### src/rtl/vector_sweep_sequencer_pkg.sv
// Shared types and constants for the vector sweep sequencer and its MISR.
package vector_sweep_sequencer_pkg;

  localparam int unsigned SIG_W = 16;

  // Sequencer states
  typedef enum logic [2:0] {
    ST_IDLE    = 3'd0,
    ST_APPLY   = 3'd1,
    ST_CAPTURE = 3'd2,
    ST_HOLD    = 3'd3,
    ST_DONE    = 3'd4
  } state_t;

  // Signature seed loaded on reset and at every accepted start
  localparam logic [SIG_W-1:0] MISR_SEED = 16'hFFFF;

  // Feedback taps: bits 15, 13, 12 and 10 of the current signature
  localparam logic [SIG_W-1:0] MISR_TAPS = 16'hB400;

  // One MISR step: shift left, feed back the tap parity, fold in the data word
  function automatic logic [SIG_W-1:0] misr_next(input logic [SIG_W-1:0] sig,
                                                 input logic [SIG_W-1:0] data);
    return {sig[SIG_W-2:0], ^(sig & MISR_TAPS)} ^ data;
  endfunction

endpackage

### src/rtl/vector_sweep_sequencer_misr16.sv
// 16-bit multiple-input signature register with synchronous clear and enable.
module misr16
  import vector_sweep_sequencer_pkg::*;
(
  input  logic             clk,
  input  logic             rst_n,
  input  logic             clear,
  input  logic             enable,
  input  logic [SIG_W-1:0] data_in,
  output logic [SIG_W-1:0] sig
);

  // Clear has priority over a compression step
  always_ff @(posedge clk or negedge rst_n) begin
    if (!rst_n) begin
      sig <= MISR_SEED;
    end else if (clear) begin
      sig <= MISR_SEED;
    end else if (enable) begin
      sig <= misr_next(sig, data_in);
    end
  end

endmodule

### src/rtl/vector_sweep_sequencer.sv
// Drives every input vector into the datapath, captures results, and
// accumulates per-bit ones counts plus a MISR signature.
module vector_sweep_sequencer
  import vector_sweep_sequencer_pkg::*;
#(
  parameter int unsigned VEC_W         = 7,
  parameter int unsigned RES_W         = 2,
  parameter int unsigned SETTLE_CYCLES = 2
) (
  input  logic                         clk,
  input  logic                         rst_n,
  input  logic                         start,
  input  logic                         mode,
  input  logic                         step,
  input  logic                         abort,
  output logic [VEC_W-1:0]             vec_out,
  input  logic [RES_W-1:0]             res_in,
  output logic                         busy,
  output logic                         done,
  output logic                         cap_valid,
  output logic [VEC_W-1:0]             cap_vec,
  output logic [RES_W-1:0]             cap_res,
  output logic [RES_W*(VEC_W+1)-1:0]   ones_cnt,
  output logic [SIG_W-1:0]             signature
);

  localparam int unsigned CNT_W = VEC_W + 1;
  localparam int unsigned SET_W = (SETTLE_CYCLES > 1) ? $clog2(SETTLE_CYCLES) : 1;
  localparam logic [SET_W-1:0] SETTLE_LAST = SET_W'(SETTLE_CYCLES - 1);
  localparam logic [VEC_W-1:0] VEC_LAST    = {VEC_W{1'b1}};

  state_t           state;
  state_t           state_nxt;
  logic [SET_W-1:0] settle_cnt;
  logic [SET_W-1:0] settle_nxt;
  logic [VEC_W-1:0] vec_nxt;
  logic             step_mode;
  logic             step_mode_nxt;
  logic             clear_c;
  logic             capture_c;
  logic             busy_c;

  // State register
  always_ff @(posedge clk or negedge rst_n) begin
    if (!rst_n) begin
      state <= ST_IDLE;
    end else begin
      state <= state_nxt;
    end
  end

  // Next-state, sweep-control and capture-strobe decode; abort overrides all
  always_comb begin
    state_nxt     = state;
    vec_nxt       = vec_out;
    settle_nxt    = settle_cnt;
    step_mode_nxt = step_mode;
    clear_c       = 1'b0;
    capture_c     = 1'b0;

    if (abort) begin
      state_nxt  = ST_IDLE;
      vec_nxt    = '0;
      settle_nxt = '0;
    end else begin
      unique case (state)
        ST_IDLE, ST_DONE: begin
          if (start) begin
            state_nxt     = ST_APPLY;
            vec_nxt       = '0;
            settle_nxt    = '0;
            step_mode_nxt = mode;
            clear_c       = 1'b1;
          end
        end
        ST_APPLY: begin
          if (settle_cnt == SETTLE_LAST) begin
            state_nxt = ST_CAPTURE;
          end else begin
            settle_nxt = settle_cnt + SET_W'(1);
          end
        end
        ST_CAPTURE: begin
          capture_c = 1'b1;
          if (vec_out == VEC_LAST) begin
            state_nxt = ST_DONE;
          end else if (step_mode) begin
            state_nxt = ST_HOLD;
          end else begin
            state_nxt  = ST_APPLY;
            vec_nxt    = vec_out + VEC_W'(1);
            settle_nxt = '0;
          end
        end
        ST_HOLD: begin
          if (step) begin
            state_nxt  = ST_APPLY;
            vec_nxt    = vec_out + VEC_W'(1);
            settle_nxt = '0;
          end
        end
        default: begin
          state_nxt  = ST_IDLE;
          vec_nxt    = '0;
          settle_nxt = '0;
        end
      endcase
    end
  end

  assign busy_c = (state_nxt == ST_APPLY) || (state_nxt == ST_CAPTURE) ||
                  (state_nxt == ST_HOLD);

  // Sweep control and status registers
  always_ff @(posedge clk or negedge rst_n) begin
    if (!rst_n) begin
      vec_out    <= '0;
      settle_cnt <= '0;
      step_mode  <= 1'b0;
      busy       <= 1'b0;
      done       <= 1'b0;
    end else begin
      vec_out    <= vec_nxt;
      settle_cnt <= settle_nxt;
      step_mode  <= step_mode_nxt;
      busy       <= busy_c;
      done       <= (state_nxt == ST_DONE);
    end
  end

  // Capture registers and per-bit ones counters
  always_ff @(posedge clk or negedge rst_n) begin
    if (!rst_n) begin
      cap_valid <= 1'b0;
      cap_vec   <= '0;
      cap_res   <= '0;
      ones_cnt  <= '0;
    end else begin
      cap_valid <= capture_c;
      if (capture_c) begin
        cap_vec <= vec_out;
        cap_res <= res_in;
        for (int i = 0; i < int'(RES_W); i++) begin
          ones_cnt[i*CNT_W +: CNT_W] <= ones_cnt[i*CNT_W +: CNT_W] + CNT_W'(res_in[i]);
        end
      end else if (clear_c) begin
        ones_cnt <= '0;
      end
    end
  end

  // Signature compression of each captured result
  misr16 u_misr (
    .clk     (clk),
    .rst_n   (rst_n),
    .clear   (clear_c),
    .enable  (capture_c),
    .data_in (SIG_W'(res_in)),
    .sig     (signature)
  );

endmodule
### config.mk
export PLATFORM = sky130hd
export DESIGN_NAME = vector_sweep_sequencer
export DESIGN_NICKNAME = d
export VERILOG_FILES = /design/src/rtl/vector_sweep_sequencer_pkg.sv /design/src/rtl/vector_sweep_sequencer_misr16.sv /design/src/rtl/vector_sweep_sequencer.sv
export SDC_FILE = /design/constraint.sdc
export NUM_CORES = 1
export LEC_CHECK = 0
export ABC_AREA = 1
export BUFFER_PORTS_ARGS = -buffer_cell sky130_fd_sc_hd__clkbuf_2
export CORE_MARGIN = 8
export CORE_UTILIZATION = 49
export DETAILED_ROUTE_END_ITERATION = 8
export PLACE_DENSITY_LB_ADDON = 0.1
export SETUP_SLACK_MARGIN = 0.2
export SLEW_MARGIN = 20
export SYNTH_ARGS = -nofsm -noshare
export SYNTH_HDL_FRONTEND = slang
export SYNTH_SLANG_ARGS = --single-unit
### constraint.sdc
create_clock -name clk -period 1.52 [get_ports clk]
set_input_delay 0.076 -clock clk [delete_from_list [all_inputs] [get_ports clk]]
set_output_delay 0.076 -clock clk [all_outputs]
set_load 0.01 [all_outputs]
==> impl_results.md, run 1 <==
- FMAX: 706 MHz
- Clock buffer depth: 2
- Num CTS Buffers: 5
- Total of max-cap violations: 0
- Crit path kind: reg2reg
- Synth-to-layout area growth: 47.3%
- Dpl cell area: 3210 um2
- Final setup violation count: 0
- Die area: 8220 um2
- Worst Tran Pin Value: 0.312 ns
- Largest area contributor in the netlist: dfrtp_1
- Setup Skew: 0.0122 ns
- Fin util: 0.740
- First-pass GRT wire length: 11,500 um
- Req. time, crit path: 1.74 ns
- Row count: 27
- Total power: 3.40 mW
- Share of cells above drive strength 1: 0.479
- TritonCTS clock tree: built
- Routed wire per std cell: 15.1 um
- Worst hold-check path type: in2reg
- Initial antenna violation count: 0
- Finished Cell Area: 4030 um2
- CTS H-tree lvls: 2
- # clock sinks: 56
- Setup WS pre-CTS: 0.0511 ns
- Vias in the first global route: 2,400
- Top FF cell, synth: dfrtp_1
- CTS clk-pin slew, worst paths: 0.10 ns
- Antenna Diode Count: 0
- Slew HR: 0.791
- Pwr dens: 845 nW/um2
- Worst hold slack: 0.0339 ns
- Fin crit share: 0.932
- DRC: 0
- Post-Syn Instances: 332
- Post-DRT Antenna Nets: 0
- Clk_lat worst skew: 0.31 ns
- CP max stage cell: dfrtp_2
- Via count: 2,594
- Sequential share of the synthesized area: 0.520
- Layout net count: 446
- # IOs: 59
- Die Span X: 90.7 um
- Final wirelength: 7630 um
- WP data arrival: 1.63 ns
- #FFs+latches synth: 56
- Final std cells w/o fill: 506
- Die Y-Extent: 90.7 um
- Mean Syn Cell Area: 8.23 um2
- Post-synth top cells: nand2_1 (88), inv_1 (42), dfrtp_1 (40)
- Max Slew Vio Count: 0
- CP Buf/Inv Count: 3
- Synth top area share: 0.366
- Syn Nets: 345
- Critical Path Sink Type: flip-flop
- Worst setup SP type: flip-flop
- Top cells by area, synth: dfrtp_1 (37%), dfstp_2 (15%), nand2_1 (12%), inv_1 (5.8%), o21ai_0 (4.8%)
- Final worst slack: 0.103 ns
- # fillers: 393
- CP cell instances: buf_6 > nor3_4 > buf_6 > nand2_4 > nand2_4 > inv_2 > nand2_1 > nand2_1
- Total global routing overflow: 0
- Yosys warns: 0
- CORE AREA: 5440 um2
- Top-count cell post-synth: nand2_1
- Post-synth cell types: 30
- VDD IR-drop max: 0.512 mV
- Initial core utilization: 0.502
- DP Wirelength: 4610 um
- Largest net degree at the start of global routing: 57
- Asr flop ratio synth: 1.00
- Vias per Instance: 5.13
- EDFF count, synth: 0
- CP max stage delay: 0.50 ns
- Dpl cells: 467
- Leakage: 2.03 nW
- Routability cong.: 0.886
- Setup TNS Final: 0 ns
- Initial drt markers: 132
- Synthesized area: 2730 um2
- Fin crit period: 1.42 ns
- I/O Buffers: 58
- Final Hold Fails: 0
- Status: finished clean
- CP max FO: 7
- Pre-antenna DRT Iters: 4
- RSZ-0062 raised after global routing: true
- All-layer global routing usage: 0.168
- Top Family by Delay on Critical Path: flip-flops
- Root Driver: clkbuf_8
==> worst paths after layout <==
check	from	endpoint	slack (ns)	cells after the start
setup / recovery	state[0]	vec_out[5]	0.10	8
hold / removal	res_in[1]	cap_res[1]	0.03	3
setup reg to reg	state[0]	vec_out[5]	0.10	8
hold reg to reg	cap_res[1]	cap_res[1]	0.48	2
max in group asynchronous	rst_n	u_misr.sig[14]	0.91	3
min in group asynchronous	rst_n	state[2]	0.28	3
==> what timing repair did <==
action | CTS | global route
gates cloned | 2 | 6
hold endpoints to repair | 41 | 0
pin swaps | 8 | 30
buffers inserted | 11 | 10
setup endpoints to repair | 49 | 47
hold buffers | 2 | 0
resized for setup | 31 | 95
==> routing by layer <==
metal	share of wire	track usage	vias up
met1	0.43	0.218	1257
met3	0.062	0.0540	5
met5	0	0	-
met4	0.0072	0.0374	0
li1	-	-	1276
met2	0.50	0.266	56
==> cell type report <==
type,count,area (um2),share of cell area
clock buffer,6,82.6,0.0205
clock inverter,2,12.5,0.00311
inverter,44,180,0.0448
multi-input combinational,226,1440,0.358
sequential,56,1430,0.354
tap,72,90.1,0.0224
timing repair buffer,100,792,0.197
==> sequential cells by signal, summed over array words and instances, names as in the netlist <==
name	cells
busy	1
cap_res	2
cap_valid	1
cap_vec	7
done	1
ones_cnt	16
settle_cnt	1
state	3
step_mode	1
u_misr.sig	16
vec_out	7
==> worst min-delay path: stages <==
cell and delay, ns:
clkbuf_2 0.13, nand2_2 0.07, nand2_1 0.04
==> power breakdown <==
part / internal [mW] / total (mW) / switching [mW]
clock network: 0.373 / 0.869 / 0.496
registers: 1.65 / 1.76 / 0.104
logic: 0.332 / 0.774 / 0.442
==> layout by cell type (no fill, tap or decap), types with 3 or more instances in the layout <==
| master | instances |
|---|---|
| clkbuf_2 | 58 |
| nand4_1 | 6 |
| inv_4 | 5 |
| o21ai_1 | 8 |
| dfstp_2 | 16 |
| dfrtp_1 | 36 |
| ha_4 | 3 |
| inv_1 | 37 |
| nor2_4 | 7 |
| o21ai_0 | 8 |
| buf_6 | 7 |
| inv_2 | 3 |
| xnor2_1 | 3 |
| nor3_1 | 4 |
| nand3_1 | 12 |
| nand3_4 | 3 |
| nor2_2 | 4 |
| nand2_4 | 9 |
| clkbuf_8 | 6 |
| nand3_2 | 3 |
| o211ai_1 | 7 |
| nand2_2 | 22 |
| nor2_1 | 23 |
| buf_12 | 4 |
| a21oi_1 | 16 |
| a21oi_2 | 3 |
| o21ai_2 | 15 |
| buf_4 | 22 |
| clkbuf_16 | 4 |
| nand2_1 | 62 |
| dfrtp_2 | 4 |
==> logic make-up (layout without fill, tap and decap cells) <==
logic type | Yosys count | after routing | synth area share
buffers and inverters | 52 | 152 | 0.0788
and+or+nand+nor | 157 | 159 | 0.250
adders and majority gates | 5 | 5 | 0.0229
DFF | 56 | 56 | 0.520
AOI/OAI and AO/OA | 58 | 58 | 0.116
xor gates and xnor gates | 4 | 4 | 0.0128
(Power assumes the default switching activity.)
==> run 2, diff against run 1 <==
--- a/config.mk
+++ b/config.mk
@@ -7,9 +7,10 @@
 export LEC_CHECK = 0
 export ABC_AREA = 1
 export BUFFER_PORTS_ARGS = -buffer_cell sky130_fd_sc_hd__clkbuf_2
-export CORE_MARGIN = 8
+export CORE_MARGIN = 10
 export CORE_UTILIZATION = 49
 export DETAILED_ROUTE_END_ITERATION = 8
+export MAX_ROUTING_LAYER = met4
 export PLACE_DENSITY_LB_ADDON = 0.1
 export SETUP_SLACK_MARGIN = 0.2
 export SLEW_MARGIN = 20
==> run 2 against run 1 <==
Compared with the run above:
- non-clock buffer count is 10 lower
- setup slack better by 0.036 ns
- final cell count down 2.2%
- sequential cell count unchanged
- first-iteration DRC count shrank 12%
- clock skew fell by 0.0044 ns
==> impl_results.md, run 2 (synthesis results as in run 1) <==
- Largest regs: ones_cnt: 16 flops, u_misr.sig: 16 flops
- Area of the multi-input gates: 1330 um2
- Reg-to-reg endpoint: ones_cnt[13]
- Layout net count: 435
- Cell mode on critical path: buf_12
- Fin crit period: 1.38 ns
- Worst hold slack: 0.0960 ns
- RSZ-0062 raised after global routing: true
- CP Buf/Inv Count: 2
- Routability cong.: 0.887
- Status: finished clean
- Initial core utilization: 0.499
- Cell depth of the worst flop-to-flop path: 6
- Final wirelength: 7190 um
- I/O Buffers: 58
- Antenna Diode Count: 0
- # clock sinks: 56
- Routed wire per std cell: 14.5 um
- Slew HR: 0.784
- CP max FO: 6
- FF-to-FF Start: state[0]
- Worst setup SP type: flip-flop
- Commonest non-fill, non-tap cell in the layout: nand2_1
- Leakage: 1.89 nW
- All-layer global routing usage: 0.163
- Root Driver: clkbuf_8
- Fin util: 0.691
- DP Wirelength: 4650 um
- Die area: 8960 um2
- Setup Skew: 0.00772 ns
- Final Hold Fails: 0
- WP data arrival: 1.57 ns
- CTS clk-pin slew, worst paths: 0.09 ns
- Total global routing overflow: 0
- Vias in the first global route: 2,492
- Synth-to-layout area growth: 38.4%
- Via count: 2,477
- CORE AREA: 5470 um2
- Critical Path Sink Type: flip-flop
- Initial antenna violation count: 0
- CTS H-tree lvls: 2
- Clock buffer depth: 2
- Total of max-cap violations: 0
- Num CTS Buffers: 5
- Final setup violation count: 0
- Share of cells above drive strength 1: 0.402
- CP max stage cell: dfrtp_2
- FMAX: 724 MHz
- Top Family by Delay on Critical Path: flip-flops
- # fillers: 466
- First-pass GRT wire length: 11,600 um
- Register-to-register setup slack: 0.14 ns
- Fin crit share: 0.909
- WHS Endpoint: done
- Worst hold-check path type: in2reg
- Pre-antenna DRT Iters: 4
- CP cell instances: nor3_4 > buf_12 > buf_12 > nand3_1 > nor2_1 > a21oi_1
- Pwr dens: 877 nW/um2
- Reg area: 1430 um2
- Total power: 3.32 mW
- Clk_lat worst skew: 0.30 ns
- Most frequent cells in the layout: nand2_1 (78), clkbuf_2 (58), inv_1 (37)
- Setup TNS Final: 0 ns
- VDD IR-drop max: 0.443 mV
- TritonCTS clock tree: built
- Req. time, crit path: 1.71 ns
- CP max stage delay: 0.48 ns
- Post-DRT Antenna Nets: 0
- Initial drt markers: 116
- Die Y-Extent: 94.7 um
- Max Slew Vio Count: 0
- Die Span X: 94.7 um
- DRC: 0
- Origin of the worst min-delay path: abort
- Row count: 27
- Vias per Instance: 5.00
- Largest net degree at the start of global routing: 57
- Worst Tran Pin Value: 0.322 ns
- # IOs: 59
- Crit path kind: reg2reg
- Worst hold path stage count: 2
==> run 2: worst max path at each step <==
stage / start / to / slack (ns) / cells past startpoint
after detailed placement: state[0] / ones_cnt[0] / 0.02 / 8
final: state[0] / ones_cnt[13] / 0.14 / 6
after CTS: vec_out[1] / vec_out[6] / 0.14 / 8
after global placement: state[0] / ones_cnt[10] / 0.05 / 8
after global routing: state[0] / ones_cnt[13] / 0.07 / 6
after floorplan: vec_out[0] / vec_out[2] / 0.12 / 10
==> run 2: cell type report <==
cell class	instances	area share
clock buffer	8	0.0265
multi-input combinational	225	0.352
inverter	44	0.0467
tap	72	0.0238
timing repair buffer	90	0.173
sequential	56	0.377
==> run 2: what timing repair did <==
action | in CTS | in global routing
hold endpoints to repair | 41 | 0
gates resized for setup | 22 | 53
hold buffers | 2 | 0
gates cloned | 2 | 1
setup endpoints to repair | 49 | 55
setup buffers | 13 | 3
pin swaps | 6 | 14
==> run 2: metal layers <==
metal / GRT usage / share of wire / vias up / routed length (um)
met5: - / 0 / - / 0
met4: 0.0474 / 0.013 / 0 / 96
met3: 0.0381 / 0.061 / 8 / 437
met2: 0.258 / 0.48 / 66 / 3480
met1: 0.203 / 0.44 / 1155 / 3180
li1: - / - / 1248 / -
==> run 2: through the flow <==
stage | setup slack, ns | area (um2) | cells
floorplan | 0.121 | 2750 | 332
global route | 0.0660 | 3780 | 495
global placement | 0.0474 | 3200 | 466
detailed placement | 0.0224 | 3200 | 466
finish | 0.138 | 3780 | 495
CTS | 0.145 | 3530 | 491
==> run 2: where the power goes <==
| part | switching [mW] | internal (mW) |
|---|---|---|
| registers | 0.105 | 1.65 |
| clock network | 0.453 | 0.417 |
| logic | 0.404 | 0.283 |
| total | 0.963 | 2.35 |
